File: src/rtl/cnn_ctrl_pkg.sv
// Shared definitions for the CNN datapath controllers.
// Contents:
//   state_t       - controller FSM state encoding
//   DRAIN_CYCLES  - cycles spent waiting for the last pixel to clear the
//                   memory and line-buffer pipeline
//   WIN_MAX       - saturation value of the 16-bit window counter
//   sat_inc16()   - saturating increment for 16-bit counters
package cnn_ctrl_pkg;

  typedef enum logic [2:0] {
    ST_IDLE  = 3'd0,
    ST_CLEAR = 3'd1,
    ST_FEED  = 3'd2,
    ST_DRAIN = 3'd3,
    ST_DONE  = 3'd4
  } state_t;

  localparam int          DRAIN_CYCLES = 2;
  localparam logic [15:0] WIN_MAX      = 16'hFFFF;

  function automatic logic [15:0] sat_inc16(input logic [15:0] v);
    return (v == WIN_MAX) ? v : v + 16'd1;
  endfunction

endpackage

File: src/rtl/conv_window_ctrl_if.sv
// Memory-read and line-buffer bundle of the convolution window controller.
// Signals:
//   mem_rd_en / mem_addr  - read strobe and address towards feature-map memory
//   mem_rd_data           - read data, valid one cycle after mem_rd_en
//   lb_clear              - line-buffer reset
//   lb_valid_in/data_in   - pixel push into the line buffer
//   lb_valid_out          - window-valid pulse coming back from the line buffer
// Modports: master = controller side, slave = memory / line-buffer side.
interface conv_window_ctrl_if #(
  parameter int DATA_WIDTH = 32,
  parameter int ADDR_WIDTH = 16
);

  logic                  mem_rd_en;
  logic [ADDR_WIDTH-1:0] mem_addr;
  logic [DATA_WIDTH-1:0] mem_rd_data;
  logic                  lb_clear;
  logic                  lb_valid_in;
  logic [DATA_WIDTH-1:0] lb_data_in;
  logic                  lb_valid_out;

  modport master (
    output mem_rd_en, mem_addr, lb_clear, lb_valid_in, lb_data_in,
    input  mem_rd_data, lb_valid_out
  );

  modport slave (
    input  mem_rd_en, mem_addr, lb_clear, lb_valid_in, lb_data_in,
    output mem_rd_data, lb_valid_out
  );

endinterface

File: src/rtl/conv_window_ctrl.sv
// Convolution window controller: streams one WIDTH x WIDTH feature map from
// memory into an external line buffer and counts the windows it returns.
// Ports:
//   clk, rst            - clock, asynchronous active-high reset
//   start, abort        - frame request / frame cancel
//   base_addr           - address of pixel (0,0), latched on accepted start
//   out_ready           - downstream back-pressure; gates memory reads
//   bus (master)        - memory read port and line-buffer interface
//   busy, done          - frame in progress / 1-cycle completion pulse
//   win_count           - windows seen in the current or last frame
//
// state    | meaning
// ---------+--------------------------------------------------------------
// ST_IDLE  | waiting for start; win_count holds last frame's total
// ST_CLEAR | one cycle of lb_clear before the first pixel
// ST_FEED  | one read per out_ready cycle, WIDTH*WIDTH reads in total
// ST_DRAIN | DRAIN_CYCLES cycles for the last pixel to reach the line buffer
// ST_DONE  | one-cycle done pulse
module conv_window_ctrl
  import cnn_ctrl_pkg::*;
#(
  parameter int DATA_WIDTH = 32,
  parameter int WIDTH      = 5,
  parameter int ADDR_WIDTH = 16
) (
  input  logic                  clk,
  input  logic                  rst,
  input  logic                  start,
  input  logic                  abort,
  input  logic [ADDR_WIDTH-1:0] base_addr,
  input  logic                  out_ready,
  conv_window_ctrl_if.master    bus,
  output logic                  busy,
  output logic                  done,
  output logic [15:0]           win_count
);

  localparam int NPIX  = WIDTH * WIDTH;
  localparam int PIX_W = $clog2(NPIX + 1);
  localparam int DRN_W = $clog2(DRAIN_CYCLES + 1);

  localparam logic [PIX_W-1:0] PIX_LAST  = PIX_W'(NPIX - 1);
  localparam logic [DRN_W-1:0] DRN_LOAD  = DRN_W'(DRAIN_CYCLES - 1);

  state_t                state_q, state_d;
  logic [ADDR_WIDTH-1:0] base_q;
  logic [PIX_W-1:0]      pix_cnt;
  logic [DRN_W-1:0]      drain_cnt;
  logic                  lb_vin_q;
  logic [15:0]           win_q;
  logic                  rd_fire;
  logic                  clear_c;

  // abort suppresses the read in its own cycle so no request is left
  // dangling once the frame is dropped.
  assign rd_fire = (state_q == ST_FEED) && out_ready && !abort;

  always_ff @(posedge clk or posedge rst) begin
    if (rst) state_q <= ST_IDLE;
    else     state_q <= state_d;
  end

  always_comb begin
    state_d = state_q;
    if (abort && (state_q != ST_IDLE)) begin
      state_d = ST_IDLE;
    end else begin
      case (state_q)
        ST_IDLE:  if (start) state_d = ST_CLEAR;
        ST_CLEAR: state_d = ST_FEED;
        ST_FEED:  if (rd_fire && (pix_cnt == PIX_LAST)) state_d = ST_DRAIN;
        ST_DRAIN: if (drain_cnt == '0) state_d = ST_DONE;
        ST_DONE:  state_d = ST_IDLE;
        default:  state_d = ST_IDLE;
      endcase
    end
  end

  always_comb begin
    busy    = (state_q != ST_IDLE);
    done    = (state_q == ST_DONE) && !abort;
    // The line buffer is also held cleared for the whole reset.
    clear_c = rst || (state_q == ST_CLEAR);
  end

  always_ff @(posedge clk or posedge rst) begin
    if (rst) begin
      base_q    <= '0;
      pix_cnt   <= '0;
      drain_cnt <= '0;
      lb_vin_q  <= 1'b0;
      win_q     <= '0;
    end else begin
      // A pending push still completes after abort: lb_vin_q is never killed.
      lb_vin_q <= rd_fire;

      if ((state_q == ST_IDLE) && start) begin
        base_q  <= base_addr;
        pix_cnt <= '0;
        win_q   <= '0;
      end else begin
        if (rd_fire) pix_cnt <= pix_cnt + 1'b1;
        if (busy && bus.lb_valid_out) win_q <= sat_inc16(win_q);
      end

      if ((state_q == ST_FEED) && (state_d == ST_DRAIN)) begin
        drain_cnt <= DRN_LOAD;
      end else if ((state_q == ST_DRAIN) && (drain_cnt != '0)) begin
        drain_cnt <= drain_cnt - 1'b1;
      end
    end
  end

  // Address wraps naturally modulo 2^ADDR_WIDTH.
  assign bus.mem_rd_en   = rd_fire;
  assign bus.mem_addr    = base_q + ADDR_WIDTH'(pix_cnt);
  assign bus.lb_clear    = clear_c;
  assign bus.lb_valid_in = lb_vin_q;
  assign bus.lb_data_in  = bus.mem_rd_data;
  assign win_count       = win_q;

endmodule

File: src/flat_wrapper.sv
// flat-port wrapper written by rule: the top's interface ports become plain ports
module conv_window_ctrl_flat import cnn_ctrl_pkg::*;
#(
  parameter int DATA_WIDTH = 32,
  parameter int WIDTH      = 5,
  parameter int ADDR_WIDTH = 16
)
  (clk, rst, start, abort, base_addr, out_ready, busy, done, win_count, bus_mem_rd_en, bus_mem_addr, bus_lb_clear, bus_lb_valid_in, bus_lb_data_in, bus_mem_rd_data, bus_lb_valid_out);
  conv_window_ctrl_if #(.DATA_WIDTH(DATA_WIDTH), .ADDR_WIDTH(ADDR_WIDTH)) bus_i ();
  input  logic clk;
  input  logic rst;
  input  logic start;
  input  logic abort;
  input  logic [ADDR_WIDTH-1:0] base_addr;
  input  logic out_ready;
  output logic busy;
  output logic done;
  output logic [15:0] win_count;
  output wire logic [$bits(bus_i.mem_rd_en)-1:0] bus_mem_rd_en;
  output wire logic [$bits(bus_i.mem_addr)-1:0] bus_mem_addr;
  output wire logic [$bits(bus_i.lb_clear)-1:0] bus_lb_clear;
  output wire logic [$bits(bus_i.lb_valid_in)-1:0] bus_lb_valid_in;
  output wire logic [$bits(bus_i.lb_data_in)-1:0] bus_lb_data_in;
  input wire logic [$bits(bus_i.mem_rd_data)-1:0] bus_mem_rd_data;
  input wire logic [$bits(bus_i.lb_valid_out)-1:0] bus_lb_valid_out;
  assign bus_mem_rd_en = bus_i.mem_rd_en;
  assign bus_mem_addr = bus_i.mem_addr;
  assign bus_lb_clear = bus_i.lb_clear;
  assign bus_lb_valid_in = bus_i.lb_valid_in;
  assign bus_lb_data_in = bus_i.lb_data_in;
  assign bus_i.mem_rd_data = bus_mem_rd_data;
  assign bus_i.lb_valid_out = bus_lb_valid_out;
  conv_window_ctrl #(.DATA_WIDTH(DATA_WIDTH), .WIDTH(WIDTH), .ADDR_WIDTH(ADDR_WIDTH)) u_core (.clk(clk), .rst(rst), .start(start), .abort(abort), .base_addr(base_addr), .out_ready(out_ready), .bus(bus_i), .busy(busy), .done(done), .win_count(win_count));
endmodule
File: config.mk
export PLATFORM = sky130hd
export DESIGN_NAME = conv_window_ctrl_flat
export DESIGN_NICKNAME = d
export VERILOG_FILES = /design/src/rtl/cnn_ctrl_pkg.sv /design/src/rtl/conv_window_ctrl_if.sv /design/src/rtl/conv_window_ctrl.sv /design/src/flat_wrapper.sv
export SDC_FILE = /design/constraint.sdc
export NUM_CORES = 1
export LEC_CHECK = 0
export ABC_AREA = 1
export CAP_MARGIN = 5
export CORE_ASPECT_RATIO = 1.25
export CORE_MARGIN = 2
export CORE_UTILIZATION = 44
export CTS_CLUSTER_SIZE = 16
export DETAILED_ROUTE_END_ITERATION = 8
export GPL_TIMING_DRIVEN = 0
export PLACE_DENSITY = 0.82
export SLEW_MARGIN = 20
export SYNTH_ARGS = -nofsm -noshare
export SYNTH_HDL_FRONTEND = slang
export SYNTH_SLANG_ARGS = --single-unit
export TNS_END_PERCENT = 10
File: constraint.sdc
create_clock -name clk -period 3.53 [get_ports clk]
set_clock_uncertainty 0.15 [all_clocks]
set_input_delay 1.059 -clock clk [delete_from_list [all_inputs] [get_ports clk]]
set_output_delay 1.059 -clock clk [all_outputs]
set_load 0.01 [all_outputs]
[Word level (Yosys, flattened, before mapping)]
Index checks and enable logic that the tools add are counted.
Word-level totals
  flip-flop bits (word level): 43
  output and inout bits: 69
  logic and storage cells: 49
Operators by class
  add/sub/neg operators: 4
  eq/ne operators: 8
  multiplexer cells: 12
  reduce and logical (&&, ||, !) cells: 19
Operators by type and width (number)
  $mux W16: 3
  $add A16 B1 Y16 const B: 1
  $add A16 B5 Y16: 1
  $eq A16 B16 Y1 const B: 1
  $mux W3: 4
  $pmux W3 S4: 1
  $mux W5: 2
  $eq A3 B2 Y1 const B: 3
  $logic_and A1 B1 Y1: 9
  $reduce_bool A2 Y1: 4
  $add A5 B1 Y5 const B: 1
  $eq A5 B5 Y1 const B: 1
  $mux W2: 2
  $eq A3 B1 Y1 const B: 1
  $eq A3 B3 Y1 const B: 1
  $logic_not A3 Y1: 1
  $reduce_bool A3 Y1: 1
  $logic_not A2 Y1: 1
  $ne A2 B1 Y1 const B: 1
  $reduce_and A2 Y1: 1
  $sub A2 B1 Y2 const B: 1
  $logic_not A1 Y1: 1
  $logic_or A1 B1 Y1: 1

[Depth between registers and ports, before layout]
  depth after elaboration: 10
  depth in mapped cells: 10
  depth with buffers taken out: 9

[Worst setup path before layout]
OpenSTA, ideal clock, no wires.
  path kind: input to output
  from: in rst
  to: out bus_lb_clear
  arrival: 2215 ps
  data required time: 2321 ps
  slack: 106 ps
  stages: 2
  buffers on the path: 0
  path through: inv_1 nand2_1
On the way
  cells in the longest elaborated chain, start to end: 1
RTL lines
  start, declared: line flat_wrapper.sv:11  | input logic rst;
  $logic_or A1 B1 Y1: line conv_window_ctrl.sv:83  | clear_c = rst || (state_q == ST_CLEAR);
  end, declared: line flat_wrapper.sv:21  | output wire logic [$bits(bus_i.lb_clear)-1:0] bus_lb_clear;
No other way between the ends.

[Worst setup path in the final report]
Ends and elaborated chain as after synthesis.

==> impl_metrics.prom <==
# TYPE chip_impl_metric gauge
chip_impl_metric{name="synthCells",unit=""} 406
chip_impl_metric{name="power_per_cell_area",unit="nW/um2"} 571
chip_impl_metric{name="p_switching",unit="uW"} 1020
chip_impl_metric{name="grt_start_max_net_pins",unit=""} 29
chip_impl_metric{name="required_arrival_time_at_the_worst_endpoint",unit="ns"} 2.32
chip_impl_metric{name="wl_per_cell",unit="um"} 13.3
chip_impl_metric{name="max_clock_freq",unit="MHz"} 289
chip_impl_info{name="ys.flop_type",value="dfrtp_1"} 1
chip_impl_metric{name="asyncSetResetFlopFracSynth",unit="%"} 100
chip_impl_metric{name="critical_path_fanouts_max",unit=""} 28
chip_impl_metric{name="floorplan.die.height",unit="um"} 95.9
chip_impl_metric{name="report.final.hold_viol_count",unit=""} 0
chip_impl_info{name="post-synth-top-area-cell",value="dfrtp_1"} 1
chip_impl_metric{name="worst_skew_pair.late_latency",unit="ns"} 0.31
chip_impl_metric{name="dr_total_vias",unit=""} 3019
chip_impl_metric{name="final_setup_violation_count",unit=""} 0
chip_impl_metric{name="grt_first_pass_wirelength",unit="um"} 12700
chip_impl_info{name="outcome",value="complete, no violations"} 1
chip_impl_info{name="synth_most_common_cell",value="nand2_1"} 1
chip_impl_metric{name="dp_hpwl",unit="um"} 6010
chip_impl_metric{name="synth_top_area_share",unit="%"} 36.2
chip_impl_metric{name="yosysSeqAreaShare",unit="%"} 36.2
chip_impl_metric{name="share_clk_of_total_power",unit="%"} 14.5
chip_impl_metric{name="fin_area",unit="um2"} 4250
chip_impl_metric{name="firstDrtPassIters",unit=""} 4
chip_impl_metric{name="finalWeightedCongestion",unit=""} 0.904
chip_impl_metric{name="fillers",unit=""} 585
chip_impl_metric{name="remaining_design_rule_violation_count",unit=""} 0
chip_impl_metric{name="placement.cell_area",unit="um2"} 4000
chip_impl_info{name="type_of_origin_of_the_critical_path",value="input port"} 1
chip_impl_metric{name="final_antenna_net_count",unit=""} 0
chip_impl_metric{name="clk_path_buf_depth",unit=""} 2
chip_impl_metric{name="synth_fp_nets",unit=""} 470
chip_impl_metric{name="grt.overflow.total",unit=""} 0
chip_impl_metric{name="drive_above_1_share",unit="%"} 17.1
chip_impl_metric{name="finalCriticalPeriod",unit="ns"} 3.47
chip_impl_metric{name="clkSlewWorstSetupHoldPaths",unit="ns"} 0.08
chip_impl_metric{name="cts.sinks",unit=""} 43
chip_impl_metric{name="drt-initial-drc-count",unit=""} 115
chip_impl_metric{name="p_comb_share",unit="%"} 52.5
chip_impl_metric{name="floorplan.rows",unit=""} 33
chip_impl_metric{name="slew_violations",unit=""} 0
chip_impl_metric{name="seq_power_share",unit="%"} 33.0
chip_impl_metric{name="worstMarginPinSlew",unit="ns"} 0.563
chip_impl_metric{name="power.static_leakage",unit="uW"} 0.00195
chip_impl_metric{name="routed_wirelength",unit="um"} 7920
chip_impl_metric{name="timing.max_cap.violations",unit=""} 0
chip_impl_metric{name="global_route.usage.total",unit="%"} 21.5
chip_impl_metric{name="netlist-cell-type-count",unit=""} 31
chip_impl_metric{name="syn_area_per_cell",unit="um2"} 7.33
chip_impl_metric{name="register_area",unit="um2"} 1080
chip_impl_metric{name="synthesis.area",unit="um2"} 2970
chip_impl_metric{name="synth-warning-count",unit=""} 0
chip_impl_metric{name="clock_tree.htree_level_count",unit=""} 2
chip_impl_metric{name="synth_enable_flop_cells",unit=""} 0
chip_impl_metric{name="grt_antenna_before_repair",unit=""} 0
chip_impl_metric{name="final_net_count",unit=""} 572
chip_impl_info{name="setup_repair_after_global_routing_missed_its_margin",value="true"} 1
chip_impl_metric{name="design.die.area",unit="um2"} 7440
chip_impl_metric{name="ant_diodes",unit=""} 0
chip_impl_metric{name="slew_headroom",unit="%"} 62.1
chip_impl_metric{name="core_region_area",unit="um2"} 6570
chip_impl_info{name="timing_worst_setup_path_type",value="input port to output pin"} 1
chip_impl_metric{name="count_of_buffers_from_port_buffering",unit=""} 90
chip_impl_metric{name="intPower",unit="uW"} 1410
chip_impl_info{name="clock-root-buffer",value="clkbuf_8"} 1
chip_impl_metric{name="multi_input_comb_area",unit="um2"} 1550
chip_impl_info{name="min-delay-path-class",value="register to register"} 1
chip_impl_info{name="worstSetupEndpointType",value="output pin"} 1
chip_impl_metric{name="routed_via_density",unit=""} 5.07
chip_impl_info{name="synth_common_cells",value="120 x nand2_1, 43 x dfrtp_1, 40 x inv_1"} 1
chip_impl_metric{name="start_util",unit="%"} 45.3
chip_impl_metric{name="floorplan.die.width",unit="um"} 77.5
chip_impl_metric{name="yosys_register_bits",unit=""} 43
chip_impl_metric{name="place_inst",unit=""} 584
chip_impl_metric{name="num_io_pins",unit=""} 123
chip_impl_metric{name="area_grow_syn2layout",unit="%"} 42.9
chip_impl_metric{name="cts_made_buffers",unit=""} 5
chip_impl_info{name="synth.top_cells.by_area",value="dfrtp_1 36%, nand2_1 15%, buf_4 8.1%"} 1
chip_impl_info{name="clock_tree_from_tritoncts",value="done"} 1
chip_impl_metric{name="switching_share",unit="%"} 42.0
chip_impl_metric{name="cp.arrival",unit="ns"} 2.26
chip_impl_metric{name="vdd_drop_max",unit="uV"} 352
chip_impl_metric{name="instances_no_fill",unit=""} 596
chip_impl_metric{name="vias_in_the_first_global_route",unit=""} 2946
chip_impl_metric{name="layout_worst_path_cycle_share",unit="%"} 98.2
[state kept, by name, summed over array words and instances, names as in the netlist]
signal / flops
u_core.base_q: 16
u_core.win_count: 16
u_core.pix_cnt: 5
u_core.state_q: 3
u_core.drain_cnt: 2
u_core.bus.lb_valid_in: 1
[power groups by stage]
stage / sequential [uW] / clock [uW] / combinational [uW]
after floorplan: 772 / 0 / 717
after global placement: 790 / 0 / 1200
after detailed placement: 795 / 0 / 1240
after CTS: 789 / 355 / 1240
after global routing: 826 / 376 / 1410
final: 802 / 352 / 1270
[cells in the final DEF (no fill, tap or decap), types with 2 or more instances in the layout]
cell type and instances:
buf_4 36, a31oi_1 2, a21oi_1 2, nand2_2 5, o21bai_1 3, xor2_1 14
dfrtp_1 41, nor2_1 26, clkbuf_1 2, dlygate4sd2_1 8, nor2_2 4, ha_4 4
clkbuf_8 7, nor4_1 2, nor3_1 6, clkdlybuf4s50_1 80, o21ai_2 9, ha_1 5
dfrtp_2 2, xnor2_1 3, dlymetal6s2s_1 2, nand2_1 118, o21ai_1 6, o21ai_0 19
a21oi_4 2, nand3_1 32, inv_1 38, inv_2 3, nand4_1 11, buf_2 5
[per-stage QoR]
| step | utilization (%) | hold WS [ns] | setup TNS, ns | setup slack (ns) | total power (uW) |
|---|---|---|---|---|---|
| floorplan | - | 0.296 | 0 | 0.106 | 1490 |
| global placement | 60.7 | 0.310 | -1.65 | -1.10 | 1990 |
| detailed placement | 61.0 | 0.313 | -1.14 | -0.302 | 2040 |
| CTS | 63.0 | 0.343 | -0.133 | -0.0620 | 2380 |
| global route | 64.7 | 0.417 | -0.0330 | -0.0263 | 2610 |
| finish | 64.7 | 0.385 | 0 | 0.0650 | 2430 |
[metal layers]
metal / GRT usage [%] / up-vias / share of wire [%]
met1: 22.5 / 1410 / 39
met4: 7.29 / 0 / 1.5
met3: 4.13 / 14 / 5.8
met2: 42.8 / 121 / 54
li1: - / 1474 / -
met5: 0 / - / 0
[repair_timing]
item	4_1_cts	5_1_grt
hold buffers	0	0
setup endpoints to repair	14	9
endpoints found under the hold margin	0	0
resized for setup	24	17
pin swaps	2	2
setup buffers	0	4
[worst max-delay path, stage by stage]
cell and delay, ns:
dlygate4sd2_1 0.27, inv_6 0.17, buf_16 0.21, nand2_1 0.07, clkdlybuf4s50_1 0.47
[logic make-up after synthesis]
kind of cell	synth area share, %
buffers and inverters	15.2
XOR/XNOR	5.01
AO/OA/AOI/OAI	8.92
AND/OR/NAND/NOR	30.2
adder cells (fa/ha/maj)	4.46
flip-flops	36.2
[worst paths after layout]
check,cells past startpoint,end,from,slack [ns]
max,5,bus_lb_clear,rst,0.06
min,2,u_core.drain_cnt[1]$_DFFE_PP0P_,u_core.drain_cnt[1]$_DFFE_PP0P_,0.39
max reg2reg,8,u_core.win_count[8]$_DFFE_PP0P_,u_core.win_count[0]$_DFFE_PP0P_,1.58
min reg2reg,2,u_core.drain_cnt[1]$_DFFE_PP0P_,u_core.drain_cnt[1]$_DFFE_PP0P_,0.39
max in group asynchronous,3,u_core.pix_cnt[3]$_DFFE_PP0P_,rst,2.16
min in group asynchronous,2,u_core.win_count[10]$_DFFE_PP0P_,rst,0.69
[final cells by class]
type                            count  share of cell area (%)
Inverter                           42                    3.83
Sequential cell                    43                    25.4
Tap cell                           87                    2.56
Multi-Input combinational cell    281                    36.5
Timing Repair Buffer               95                    22.4
Buffer                             40                    6.95
Clock buffer                        8                    2.36
Note: power is estimated with default switching activity, not from simulation.
